## config.mk

```make
export PLATFORM = sky130hd
export DESIGN_NAME = parity_rr_scheduler_flat
export DESIGN_NICKNAME = d
export VERILOG_FILES = /design/src/rtl/parity_rr_scheduler_if.sv /design/src/rtl/parity_rr_scheduler.sv /design/src/flat_wrapper.sv
export SDC_FILE = /design/constraint.sdc
export NUM_CORES = 1
export LEC_CHECK = 0
export BUFFER_PORTS_ARGS = -buffer_cell sky130_fd_sc_hd__buf_2
export CORE_AREA = 5 5 70 72
export DETAILED_ROUTE_END_ITERATION = 6
export DIE_AREA = 0 0 75 77
export PLACE_DENSITY_LB_ADDON = 0.05
export SYNTH_ARGS = -nofsm -noshare
export SYNTH_HDL_FRONTEND = slang
export SYNTH_SLANG_ARGS = --single-unit
```

## constraint.sdc

```tcl
create_clock -name clk -period 1.99 [get_ports clk]
set_clock_uncertainty 0.1 [all_clocks]
set_input_delay 0.398 -clock clk [delete_from_list [all_inputs] [get_ports clk]]
set_output_delay 0.398 -clock clk [all_outputs]
set_load 0.005 [all_outputs]
```

## src/rtl/parity_rr_scheduler_if.sv

```systemverilog
// parity_rr_scheduler_if: requester <-> parity scheduler handshake bundle
interface parity_rr_scheduler_if #(
  parameter int N_REQ  = 4,
  parameter int DATA_W = 12
);
  localparam int ID_W = N_REQ > 1 ? $clog2(N_REQ) : 1;
  logic [N_REQ-1:0]        req;
  logic [N_REQ*DATA_W-1:0] data;
  logic                    odd_mode;
  logic [N_REQ-1:0]        gnt;
  logic                    busy;
  logic                    done;
  logic                    parity_out;
  logic [ID_W-1:0]         done_id;
  modport master (output req, data, odd_mode, input gnt, busy, done, parity_out, done_id);
  modport slave  (input req, data, odd_mode, output gnt, busy, done, parity_out, done_id);
endinterface

```

## src/rtl/parity_rr_scheduler.sv

```systemverilog
// parity_rr_scheduler: round-robin access to a serial 3-bit-per-cycle XOR parity stage
module parity_rr_scheduler #(
  parameter int N_REQ  = 4,
  parameter int DATA_W = 12
) (
  input logic clk,
  input logic rst_n,
  parity_rr_scheduler_if.slave bus
);
  localparam int CYC  = (DATA_W + 2) / 3;
  localparam int PW   = 3 * CYC;
  localparam int ID_W = N_REQ > 1 ? $clog2(N_REQ) : 1;
  localparam int CW   = CYC > 1 ? $clog2(CYC) : 1;
  typedef enum logic {IDLE, RUN} state_t;
  state_t          state;
  logic [PW-1:0]   sreg;
  logic [CW-1:0]   cnt;
  logic            acc;
  logic            acc_next;
  logic            odd_q;
  logic [ID_W-1:0] last;
  logic [ID_W-1:0] cur;
  logic [ID_W-1:0] win;
  logic [ID_W-1:0] hi_win;
  logic [ID_W-1:0] lo_win;
  logic            hi;
  logic [N_REQ-1:0] gnt;
  logic            busy;
  logic            done;
  logic            parity_out;
  logic [ID_W-1:0] done_id;
  assign acc_next = acc ^ (^sreg[2:0]);
  // Requests above the pointer win over those at or below it; lowest index first in each group.
  always_comb begin
    hi_win = '0;
    lo_win = '0;
    hi     = 1'b0;
    for (int i = N_REQ - 1; i >= 0; i--) begin
      if (bus.req[i]) begin
        if (i > int'(last)) begin
          hi_win = ID_W'(i);
          hi     = 1'b1;
        end else begin
          lo_win = ID_W'(i);
        end
      end
    end
    win = hi ? hi_win : lo_win;
  end
  always_ff @(posedge clk) begin
    if (!rst_n) begin
      state      <= IDLE;
      gnt        <= '0;
      busy       <= 1'b0;
      done       <= 1'b0;
      parity_out <= 1'b0;
      done_id    <= '0;
      last       <= ID_W'(N_REQ - 1);
      cur        <= '0;
      sreg       <= '0;
      acc        <= 1'b0;
      odd_q      <= 1'b0;
      cnt        <= '0;
    end else begin
      done <= 1'b0;
      case (state)
        IDLE: if (|bus.req) begin
          sreg  <= PW'(bus.data[win*DATA_W +: DATA_W]);
          odd_q <= bus.odd_mode;
          acc   <= 1'b0;
          cnt   <= '0;
          gnt   <= N_REQ'(1) << win;
          busy  <= 1'b1;
          last  <= win;
          cur   <= win;
          state <= RUN;
        end
        RUN: begin
          acc  <= acc_next;
          sreg <= sreg >> 3;
          cnt  <= cnt + 1'b1;
          if (cnt == CW'(CYC - 1)) begin
            parity_out <= acc_next ^ odd_q;
            done_id    <= cur;
            done       <= 1'b1;
            gnt        <= '0;
            busy       <= 1'b0;
            state      <= IDLE;
          end
        end
        default: state <= IDLE;
      endcase
    end
  end
  assign bus.gnt        = gnt;
  assign bus.busy       = busy;
  assign bus.done       = done;
  assign bus.parity_out = parity_out;
  assign bus.done_id    = done_id;
endmodule

```

## src/flat_wrapper.sv

```systemverilog
// flat-port wrapper written by rule: the top's interface ports become plain ports
module parity_rr_scheduler_flat 
#(
  parameter int N_REQ  = 4,
  parameter int DATA_W = 12
)
  (clk, rst_n, bus_req, bus_data, bus_odd_mode, bus_gnt, bus_busy, bus_done, bus_parity_out, bus_done_id);
  parity_rr_scheduler_if #(.N_REQ(N_REQ), .DATA_W(DATA_W)) bus_i ();
  input logic clk;
  input logic rst_n;
  input wire logic [$bits(bus_i.req)-1:0] bus_req;
  input wire logic [$bits(bus_i.data)-1:0] bus_data;
  input wire logic [$bits(bus_i.odd_mode)-1:0] bus_odd_mode;
  output wire logic [$bits(bus_i.gnt)-1:0] bus_gnt;
  output wire logic [$bits(bus_i.busy)-1:0] bus_busy;
  output wire logic [$bits(bus_i.done)-1:0] bus_done;
  output wire logic [$bits(bus_i.parity_out)-1:0] bus_parity_out;
  output wire logic [$bits(bus_i.done_id)-1:0] bus_done_id;
  assign bus_i.req = bus_req;
  assign bus_i.data = bus_data;
  assign bus_i.odd_mode = bus_odd_mode;
  assign bus_gnt = bus_i.gnt;
  assign bus_busy = bus_i.busy;
  assign bus_done = bus_i.done;
  assign bus_parity_out = bus_i.parity_out;
  assign bus_done_id = bus_i.done_id;
  parity_rr_scheduler #(.N_REQ(N_REQ), .DATA_W(DATA_W)) u_core (.clk(clk), .rst_n(rst_n), .bus(bus_i));
endmodule
```

# Word-level counts from Yosys, hierarchy flattened
# Index checks and enable logic that the tools add are counted.
dict set report word_totals {
  register_bits 30
  in_bits 55
  out_inout_bits 9
}
dict set report classes {
  addsub 1
  multipliers 1
  n_lt_le_gt_ge 3
  eq_ne 3
  n_shift 2
  n_mux 36
  n_bitwise 3
  reduce_logical 6
}
# operator count
set op_table {}
lappend op_table {{indexed part select 48 x 7 -> 12 bit} 1}
lappend op_table {{two-way mux 2 bit} 15}
lappend op_table {{one-hot mux 12 bit (2 select lines)} 1}
lappend op_table {{two-way mux 1 bit} 12}
lappend op_table {{two-way mux 12 bit} 1}
lappend op_table {{two-way mux 4 bit} 2}
lappend op_table {{one-hot mux 4 bit (2 select lines)} 1}
lappend op_table {{AND reduction 2 bit} 4}
lappend op_table {{one-hot mux 1 bit (2 select lines)} 3}
lappend op_table {{greater-than comparator 2 bit, first input constant} 2}
lappend op_table {{multiplier 2 x 2 -> 4 bit, second input constant} 1}
lappend op_table {{one-hot mux 2 bit (2 select lines)} 1}
lappend op_table {{OR reduction 4 bit} 1}
lappend op_table {{<< shifter 1 x 2 -> 4 bit, first input constant} 1}
lappend op_table {{XOR reduction 3 bit} 1}
lappend op_table {{adder 2 x 1 -> 2 bit, second input constant} 1}
lappend op_table {{equality test 2 bit, second input constant} 1}
lappend op_table {{greater-than comparator 1 x 2 -> 1 bit, first input constant} 1}
lappend op_table {{inequality test 2 x 1 -> 1 bit, second input constant} 1}
lappend op_table {{inequality test 2 bit, second input constant} 1}
lappend op_table {{XOR 1 bit} 2}
lappend op_table {{inverter 1 bit} 1}

# Depth between registers and ports, before layout
# Gate-level depths: netlist (run 1).
dict set report depth {
  ltp_word 13
  depth_mapped 7
}

# Least setup slack after synthesis (run 1)
# Ideal clock, no wire load.
dict set report synth_path {
  path_type {input port to flip-flop}
  start {input bus_req[1]}
  end {register u_core.sreg[10]}
  setup_ps 68
  arrival_ps 1599
  required_time_ps 1822
  path_slack_ps 223
  path_stages 7
  path_cell_list {or3b_1 -> o221a_2 -> buf_6 -> buf_12 -> mux2i_1 -> mux2_2 -> o21ai_2}
}
dict set report synth_via {
  elab_chain_len 7
  elab_cells_between_ends 11
  classes_between {mul: 1; eq/ne: 1; shift: 1; mux: 7; reduce/logical: 1}
}
# item line_no
set synth_lines {}
lappend synth_lines {{from (decl)} flat_wrapper.sv:11} ;# input wire logic [$bits(bus_i.req)-1:0] bus_req;
lappend synth_lines {{two-way mux 2 bit (2 in a row)} parity_rr_scheduler.sv:39} ;# if (bus.req[i]) begin
lappend synth_lines {{two-way mux 2 bit} parity_rr_scheduler.sv:48} ;# win = hi ? hi_win : lo_win;
lappend synth_lines {{multiplier 2 x 2 -> 4 bit} parity_rr_scheduler.sv:68} ;# sreg <= PW'(bus.data[win*DATA_W +: DATA_W]);
lappend synth_lines {{indexed part select 48 x 7 -> 12 bit} parity_rr_scheduler.sv:68}
lappend synth_lines {{two-way mux 12 bit} parity_rr_scheduler.sv:67} ;# IDLE: if (|bus.req) begin
lappend synth_lines {{one-hot mux 12 bit (2 select lines)} parity_rr_scheduler.sv:66} ;# case (state)
lappend synth_lines {{to (signal assigned)} parity_rr_scheduler.sv:68}
lappend synth_lines {{to (signal assigned)} parity_rr_scheduler.sv:80} ;# sreg <= sreg >> 3;
lappend synth_lines {{to (decl)} parity_rr_scheduler.sv:16} ;# logic [PW-1:0] sreg;
# Several ways; a longest one is shown, not always the timed one. The select of a mux whose other input is x is not followed.
# A chain may end at the register's enable or synchronous reset.

# Worst setup path in the final report (run 1)
dict set report layout_path {
  start {register u_core.last[0]}
  end {register u_core.gnt[0], in the netlist u_core.bus.gnt[0]}
}
dict set report layout_via {
  elab_chain_len 12
  elab_cells_between_ends 26
  classes_between {order compare: 3; shift: 1; mux: 22}
}
# item line_no
set layout_lines {}
lappend layout_lines {{from (decl)} parity_rr_scheduler.sv:21} ;# logic [ID_W-1:0] last;
lappend layout_lines {{from (signal assigned)} parity_rr_scheduler.sv:58} ;# last <= ID_W'(N_REQ - 1);
lappend layout_lines {{from (signal assigned)} parity_rr_scheduler.sv:74} ;# last <= win;
lappend layout_lines {{greater-than comparator 2 bit} parity_rr_scheduler.sv:40} ;# if (i > int'(last)) begin
lappend layout_lines {{two-way mux 2 bit} parity_rr_scheduler.sv:40}
lappend layout_lines {{two-way mux 2 bit} parity_rr_scheduler.sv:39}
lappend layout_lines {{two-way mux 2 bit} parity_rr_scheduler.sv:40}
lappend layout_lines {{two-way mux 2 bit} parity_rr_scheduler.sv:39}
lappend layout_lines {{two-way mux 2 bit} parity_rr_scheduler.sv:40}
lappend layout_lines {{two-way mux 2 bit (2 in a row)} parity_rr_scheduler.sv:39}
lappend layout_lines {{two-way mux 2 bit *} parity_rr_scheduler.sv:48}
lappend layout_lines {{<< shifter 1 x 2 -> 4 bit *} parity_rr_scheduler.sv:72} ;# gnt <= N_REQ'(1) << win;
lappend layout_lines {{two-way mux 4 bit *} parity_rr_scheduler.sv:67}
lappend layout_lines {{one-hot mux 4 bit (2 select lines) *} parity_rr_scheduler.sv:66}
lappend layout_lines {{to (signal assigned)} parity_rr_scheduler.sv:72}
lappend layout_lines {{to (decl)} parity_rr_scheduler.sv:27} ;# logic [N_REQ-1:0] gnt;
# Every way passes the cells marked *; elsewhere a longest branch is shown, timed or not. The select of a mux whose other input is x is not followed.

==> summary.txt, run 1 <==
Logic synthesis
  • Synth Cell Area: 0.00163 sq mm
  • Post-synth EDFFs: 0
  • Yosys warns: 0
  • Synth Register Bits: 30
  • Yosys cell types: 33
  • Syn Inst Count: 171
  • Net count after synthesis: around 230
  • Ranking of synthesized cells by area: dfxtp_1, mux2i_1, mux2_2
  • Synth Area per Inst: 9.56 sq um
  • Cell taking the most area after synthesis: dfxtp_1
  • Sequential area share after synthesis: 36.8%
  • Most frequent cell after synthesis: dfxtp_1
  • Top_reg_cell synth: dfxtp_1
  • Synth top area share: 36.8%
  • Top cells by count, synth: dfxtp_1, mux2i_1, nand2_1
  • Asr flop ratio synth: 0%

Cells and area
  • Final cell count without fillers: 292
  • Layout cells sized above 1: about two fifths
  • Multi-input gate area: 948 sq um
  • Synth-to-layout area growth: 33.2%
  • Filler instances: 399
  • Storage cell area: 601 sq um
  • Diode count: 0
  • Fin area: 0.00218 sq mm
  • Nets: 295

Timing
  • Final worst path period need: 1.86 ns
  • Max transition margin: approximately 52%
  • Tightest Pin Transition: 0.713 ns
  • Final Cycle Share: 93.2%
  • Setup_tns: 0 ns
  • RSZ-0062 raised after global routing: no
  • FMAX: 539 MHz
  • Slew Limit Fails: 0
  • Hold WS: 0.277 ns
  • Final hold vios: 0
  • Final setup viols: 0

Floorplanning
  • Core Region: 0.00423 sq mm
  • Die area: between 0.005 and 0.006 sq mm
  • Rows: 24
  • DIE HEIGHT: roughly 77 microns
  • I/O Pins: 64
  • Die X: 75 microns
  • Initial Util: 38.6%

Route
  • Wire per inst: about 14 microns
  • # DRC: 0
  • DR iter-0 viols: 37
  • M1 WL: 1.60 mm
  • Max Used Layer: met4
  • ANT nets after route: 0
  • Met3 WL: 168 microns
  • Vias: 1495
  • Via-to-Cell Ratio: 5.12
  • Final wirelength: 4.05 mm
  • Met2 routed WL: 2.22 mm
  • First-pass detailed-route iteration total: 4

CTS
  • Hold_buf cts: 0
  • Number of buffers created by CTS: 5
  • Worst skew pair latency: 0.28 ns
  • H-tree Lvls: 2
  • CTS Root Cell: clkbuf_8
  • Clock Sinks: 30
  • Clk slew on worst S/H paths: about 0.070 ns
  • CTS tree: done
  • Clk buf depth: 2

Pwr
  • Final Power: roughly 1.8 mW
  • Clock power frac: 42.2%
  • Comb pwr share: 20.5%
  • Sw Share: 23.6%
  • PwrDens: 833 mW/mm^2
  • Sequential power share: 37.4%
  • Internal: 1.39 mW
  • Leakage: a little under 1 nW
  • VDD IR max: between 0.3 and 0.4 mV
  • Switching power: around 0.43 mW

Place
  • Count of input and output buffers: 63
  • Placed cells: 284
  • Placed cell area: slightly above 0.002 sq mm
  • Dpl hpwl: ~3.2 mm
  • GP Congestion: between 0.7 and 0.8

GRT
  • First-pass GRT wire length: 6.81 mm
  • GRT Total Usage: approximately 15%
  • Vias in the first global route: around 1600
  • Largest net degree at the start of global routing: 29
  • Grt total ovfl: 0
  • Initial antenna violation count: 0

Worst setup path
  • Critical path peak fanout: 13
  • Critical path type: reg2reg
  • WP data arrival: ~2.0 ns
  • Worst setup SP type: register
  • Worst Path Required: 2.11 ns
  • CP Capture Type: register

Job
  • Max-cap violations: 0

Outcome
  • Status: finished clean

Worst hold path
  • Hold Path Class: in2reg
-- critical path: stages, from the launching register on --
cell      delay, ns
dfxtp_1        0.37
and2b_1        0.22
o21ai_1        0.16
o211ai_2       0.33
buf_4          0.28
o31ai_1        0.21
and2_1         0.14
-- state kept, by name, indices dropped and copies added (netlist names) --
name                   count
u_core.last                2
u_core.cur                 2
u_core.bus.busy            1
u_core.state               1
u_core.bus.parity_out      1
u_core.bus.gnt             4
u_core.bus.done_id         2
u_core.acc                 1
u_core.cnt                 2
u_core.bus.done            1
u_core.sreg               12
u_core.odd_q               1
-- cells by family (layout without fill, tap and decap cells) --
logic type               Yosys count  count (layout)  synth area share, %
adder cells (fa/ha/maj)            1               1                0.766
XOR/XNOR                           4               4                 2.14
multiplexers                      37              37                 23.6
flip-flops                        30              30                 36.8
AND/OR/NAND/NOR                   46              46                 13.9
AO/OA/AOI/OAI                     40              40                 17.1
buffers and inverters             13              82                 5.74
-- layout make-up --
cell class                      count  share of cell area, %
Inverter                            1                  0.173
Clock inverter                      2                   2.76
Tap cell                           52                   2.99
Timing Repair Buffer               73                   19.1
Clock buffer                        6                   3.80
Sequential cell                    30                   27.6
Multi-Input combinational cell    128                   43.6
-- timing repair --
action | in CTS | in global routing
gates resized for setup | 1 | 0
endpoints found under the setup margin | 6 | 0
setup buffers | 0 | 0
-- layer usage --
| metal | global-route usage [%] | vias up |
|---|---|---|
| li1 | - | 759 |
| met1 | 15.8 | 696 |
| met2 | 27.5 | 36 |
| met3 | 4.97 | 4 |
| met4 | 5.87 | 0 |
| met5 | 0 | - |
-- power groups by stage --
| stage | Combinational, mW | Sequential, mW | Clock [mW] |
|---|---|---|---|
| floorplan | 0.280 | 0.682 | 0 |
| global placement | 0.365 | 0.689 | 0 |
| finish | 0.371 | 0.677 | 0.764 |
| detailed placement | 0.374 | 0.691 | 0 |
| global route | 0.410 | 0.682 | 0.814 |
| CTS | 0.377 | 0.677 | 0.784 |
-- path summary, 6_finish.rpt --
| check | from | end | slack, ns | depth (start not counted) |
|---|---|---|---|---|
| worst max-delay path | u_core.last[0] | u_core.bus.gnt[0] | 0.13 | 6 |
| worst min-delay path | bus_odd_mode | u_core.odd_q | 0.28 | 3 |
| worst max register to register | u_core.last[0] | u_core.bus.gnt[0] | 0.13 | 6 |
| worst min register to register | u_core.sreg[9] | u_core.sreg[9] | 0.35 | 2 |
-- stage by stage --
stage | setup WS [ns] | util [%]
after floorplan | 0.223 | -
after global placement | -0.121 | 47.8
after detailed placement | -0.193 | 47.8
after CTS | 0.121 | 51.4
after global routing | 0.0148 | 51.4
final | 0.135 | 51.4
-- placed cells by master (no fill, tap or decap), types with 3 or more instances in the layout --
| master | instances |
|---|---|
| a21boi_0 | 4 |
| a32oi_1 | 10 |
| and2_1 | 4 |
| and2b_1 | 3 |
| buf_2 | 63 |
| buf_4 | 8 |
| clkbuf_8 | 6 |
| dfxtp_1 | 30 |
| mux2_2 | 12 |
| mux2i_1 | 25 |
| nand2_1 | 14 |
| nand3_1 | 7 |
| nor2_1 | 9 |
| nor2b_1 | 5 |
| o21ai_0 | 5 |
| o21ai_1 | 12 |
| xnor2_1 | 3 |
(Power assumes the default switching activity.)
==> inputs of run 2 (changes only) <==
--- a/config.mk
+++ b/config.mk
@@ -5,11 +5,13 @@
 export SDC_FILE = /design/constraint.sdc
 export NUM_CORES = 1
 export LEC_CHECK = 0
+export ABC_AREA = 1
 export BUFFER_PORTS_ARGS = -buffer_cell sky130_fd_sc_hd__buf_2
-export CORE_AREA = 5 5 70 72
+export CORE_AREA = 5 5 74 76
 export DETAILED_ROUTE_END_ITERATION = 6
-export DIE_AREA = 0 0 75 77
+export DIE_AREA = 0 0 79 81
 export PLACE_DENSITY_LB_ADDON = 0.05
+export SLEW_MARGIN = 20
 export SYNTH_ARGS = -nofsm -noshare
 export SYNTH_HDL_FRONTEND = slang
 export SYNTH_SLANG_ARGS = --single-unit
==> run 2 against run 1 <==
Maximum frequency rose by 5.0%. Synthesized area is 11% higher. Via count rose by 28%. Synthesized cell count is 63% higher. Worst hold slack got worse by 0.018 ns. Die area is 11% higher. Final cell count is 36% higher. Clock-buffer cell count did not move. Routed wire length rose by 17%. Clock power fell by 34%. First-iteration DRC count rose by 140%.
==> summary.txt, run 2 <==
CTS
  • Clock Sinks: 30 (unchanged)
  • Clk slew on worst S/H paths: 0.07 ns (about the same)
  • Hold_buf cts: 0 (unchanged)
  • H-tree Lvls: 2 (unchanged)
  • Number of buffers created by CTS: 5 (unchanged)
  • CTS Root Cell: clkbuf_8 (unchanged)
  • Clk buf depth: 2 (unchanged)
  • Post-CTS Repair Setup Buffers: 0 (unchanged)
  • Worst skew pair latency: 0.28 ns (about the same)
  • CTS tree: done (unchanged)
  • # resized after CTS: 0 (was 1)

Logic synthesis
  • Top cells by count, synth: nand2_1, nand3_1, inv_1 (was dfxtp_1, mux2i_1, nand2_1)
  • Asr flop ratio synth: 0% (unchanged)
  • Yosys warns: 0 (unchanged)
  • Synth Cell Area: 0.00182 sq mm (was 0.00163 sq mm)
  • Top_reg_cell synth: dfxtp_1 (unchanged)
  • Post-synth EDFFs: 0 (unchanged)
  • Synth Area per Inst: 6.53 sq um (was 9.56 sq um)
  • Sequential area share after synthesis: 33.1% (was 36.8%)
  • Yosys cell types: 29 (was 33)
  • Most frequent cell after synthesis: nand2_1 (was dfxtp_1)
  • Cell taking the most area after synthesis: dfxtp_1 (unchanged)
  • Synth Register Bits: 30 (unchanged)
  • Syn Inst Count: 278 (was 171)
  • Synth top area share: 33.1% (was 36.8%)
  • Net count after synthesis: 334 (was 227)
  • Ranking of synthesized cells by area: dfxtp_1, nand2_1, nand3_1 (was dfxtp_1, mux2i_1, mux2_2)

Place
  • Dpl hpwl: 3.72 mm (was 3.21 mm)
  • GP Congestion: 0.812 (was 0.767)
  • Count of input and output buffers: 63 (unchanged)
  • Placed cells: 390 (was 284)
  • DP Worst Slack: 0.155 ns (was -0.193 ns)
  • Placed cell area: 0.00217 sq mm (was 0.00202 sq mm)

GRT
  • First-pass GRT wire length: 8.14 mm (was 6.81 mm)
  • Vias in the first global route: 1856 (was 1570)
  • GRT Total Usage: 16.1% (was 15.3%)
  • Initial antenna violation count: 0 (unchanged)
  • Largest net degree at the start of global routing: 28 (was 29)
  • Grt total ovfl: 0 (unchanged)

Cells and area
  • Largest registers: u_core.sreg (12), u_core.bus.gnt (4) (unchanged)
  • Filler instances: 511 (was 399)
  • Commonest cells after routing, fill and taps aside: nand2_1, buf_2, nand3_1 (was buf_2, dfxtp_1, mux2i_1)
  • Largest reg by FF count: u_core.sreg (unchanged)
  • Fin area: 0.00227 sq mm (was 0.00218 sq mm)
  • Final cell count without fillers: 398 (was 292)
  • Largest register FFs: 12 (unchanged)
  • Layout cells sized above 1: 28.2% (was 40.8%)
  • Commonest non-fill, non-tap cell in the layout: nand2_1 (was buf_2)
  • Nets: 399 (was 295)
  • Synth-to-layout area growth: 25.1% (was 33.2%)
  • Diode count: 0 (unchanged)

Worst setup path
  • CP Capture Type: register (unchanged)
  • WP data arrival: 1.88 ns (was 1.98 ns)
  • FF-to-FF setup slack: 0.22 ns (was 0.13 ns)
  • Critical path peak fanout: 27 (was 13)
  • Critical path type: reg2reg (unchanged)
  • Worst Path Required: 2.10 ns (was 2.11 ns)
  • Worst setup SP type: register (unchanged)

Route
  • DR iter-0 viols: 87 (was 37)
  • Met3 WL: 275 microns (was 168 microns)
  • Vias: 1908 (was 1495)
  • M1 WL: 2.06 mm (was 1.60 mm)
  • Wire per inst: 11.9 microns (was 13.9 microns)
  • # DRC: 0 (unchanged)
  • Via-to-Cell Ratio: 4.79 (was 5.12)
  • Final wirelength: 4.74 mm (was 4.05 mm)
  • Max Used Layer: met4 (unchanged)
  • First-pass detailed-route iteration total: 4 (unchanged)
  • Met2 routed WL: 2.35 mm (was 2.22 mm)
  • ANT nets after route: 0 (unchanged)

Floorplanning
  • DIE HEIGHT: 81 microns (was 77 microns)
  • Initial Util: 39.0% (was 38.6%)
  • Die area: 0.00640 sq mm (was 0.00578 sq mm)
  • Rows: 25 (was 24)
  • Core Region: 0.00466 sq mm (was 0.00423 sq mm)
  • Die X: 79 microns (was 75 microns)
  • I/O Pins: 64 (unchanged)

Timing
  • RSZ-0062 raised after global routing: no (unchanged)
  • Setup ws final: 0.223 ns (was 0.135 ns)
  • Slew Limit Fails: 0 (unchanged)
  • Final worst path period need: 1.77 ns (was 1.86 ns)
  • Final Cycle Share: 88.8% (was 93.2%)
  • Setup_tns: 0 ns (unchanged)
  • Final setup viols: 0 (unchanged)
  • Max transition margin: 68.2% (was 52.3%)
  • FMAX: 566 MHz (was 539 MHz)
  • Final hold vios: 0 (unchanged)
  • Tightest Pin Transition: 0.476 ns (was 0.713 ns)

Pwr
  • Switching power: 0.558 mW (was 0.427 mW)
  • Sequential power share: 40.7% (was 37.4%)
  • Sw Share: 33.1% (was 23.6%)
  • Internal: 1.13 mW (was 1.39 mW)
  • PwrDens: 742 mW/mm^2 (was 833 mW/mm^2)
  • Comb pwr share: 29.1% (was 20.5%)
  • Clock power frac: 30.1% (was 42.2%)
  • VDD IR max: 0.273 mV (was 0.391 mV)
  • Leakage: 1.24 nW (was 0.990 nW)

Outcome
  • Status: finished clean (unchanged)

Worst hold path
  • Hold Path Class: in2reg (unchanged)

Job
  • Max-cap violations: 0 (unchanged)
[run 2: cell count changes after synthesis, moves of 5 or more]
cell / previous run / this run
mux2i_1: 25 / 0
a21oi_2: 0 / 6
a32oi_1: 10 / 0
nor2b_1: 5 / 0
nand2_2: 0 / 6
nand2_1: 14 / 91
inv_1: 1 / 38
mux2_2: 12 / 0
o21ai_1: 12 / 1
a21oi_1: 1 / 16
nand3_1: 7 / 39
a22oi_1: 2 / 10
[run 2: power by group through the flow]
stage | Combinational [mW] | Clock, mW | Sequential [mW]
finish | 0.491 | 0.508 | 0.686
detailed placement | 0.499 | 0 | 0.699
floorplan | 0.372 | 0 | 0.691
CTS | 0.500 | 0.525 | 0.686
global route | 0.567 | 0.552 | 0.692
global placement | 0.496 | 0 | 0.699
[run 2: worst paths after layout]
| path | startpoint | endpoint | cells after the start |
|---|---|---|---|
| max | u_core.last[1] | u_core.sreg[5] | 12 |
| min | rst_n | u_core.last[1] | 2 |
| max reg2reg | u_core.last[1] | u_core.sreg[5] | 12 |
| min reg2reg | u_core.bus.gnt[0] | u_core.bus.gnt[0] | 2 |
[run 2: cell type report]
type | count | area (sq um) | area share (%)
multi-input cells | 196 | 985 | 43.4
flip-flops and latches | 30 | 602 | 26.5
repair buffers | 71 | 375 | 16.5
inverters | 39 | 146 | 6.45
clock buffers | 6 | 82.6 | 3.64
well taps | 54 | 67.6 | 2.98
clock inverters | 2 | 12.5 | 0.551
[run 2: per-layer routing]
layer / global-route usage [%] / vias up
met3: 4.55 / 6
met1: 18.6 / 837
met5: 0 / -
met4: 5.15 / 0
li1: - / 1016
met2: 28.8 / 49
[run 2: cell families (layout without fill, tap and decap cells)]
| kind of cell | after synthesis | count (layout) | synth area share (%) |
|---|---|---|---|
| adder cells (fa/ha/maj) | 1 | 1 | 0.689 |
| XOR/XNOR | 4 | 4 | 1.93 |
| AND/OR/NAND/NOR | 150 | 150 | 36.5 |
| buffers and inverters | 52 | 118 | 12.7 |
| flip-flops | 30 | 30 | 33.1 |
| AO/OA/AOI/OAI | 41 | 41 | 15.2 |
[run 2: critical path: stages (launching register included)]
cell     delay, ns
dfxtp_1       0.39
inv_1         0.08
nand2_1       0.08
nand2_2       0.07
nor2_2        0.15
nand2_4       0.17
nand2_8       0.21
nand2_1       0.08
nand2_1       0.07
nand2_1       0.05
nand2_1       0.08
nand2_1       0.05
a21oi_1       0.11
[run 2: through the flow]
| step | power [mW] | hold WS, ns | utilization, % |
|---|---|---|---|
| 2_1_floorplan | 1.06 | 0.332 | - |
| 3_3_place_gp | 1.20 | 0.349 | 46.7 |
| 3_5_place_dp | 1.20 | 0.355 | 46.7 |
| 4_1_cts | 1.71 | 0.259 | 48.7 |
| 5_1_grt | 1.81 | 0.264 | 48.7 |
| 6_report | 1.69 | 0.259 | 48.7 |
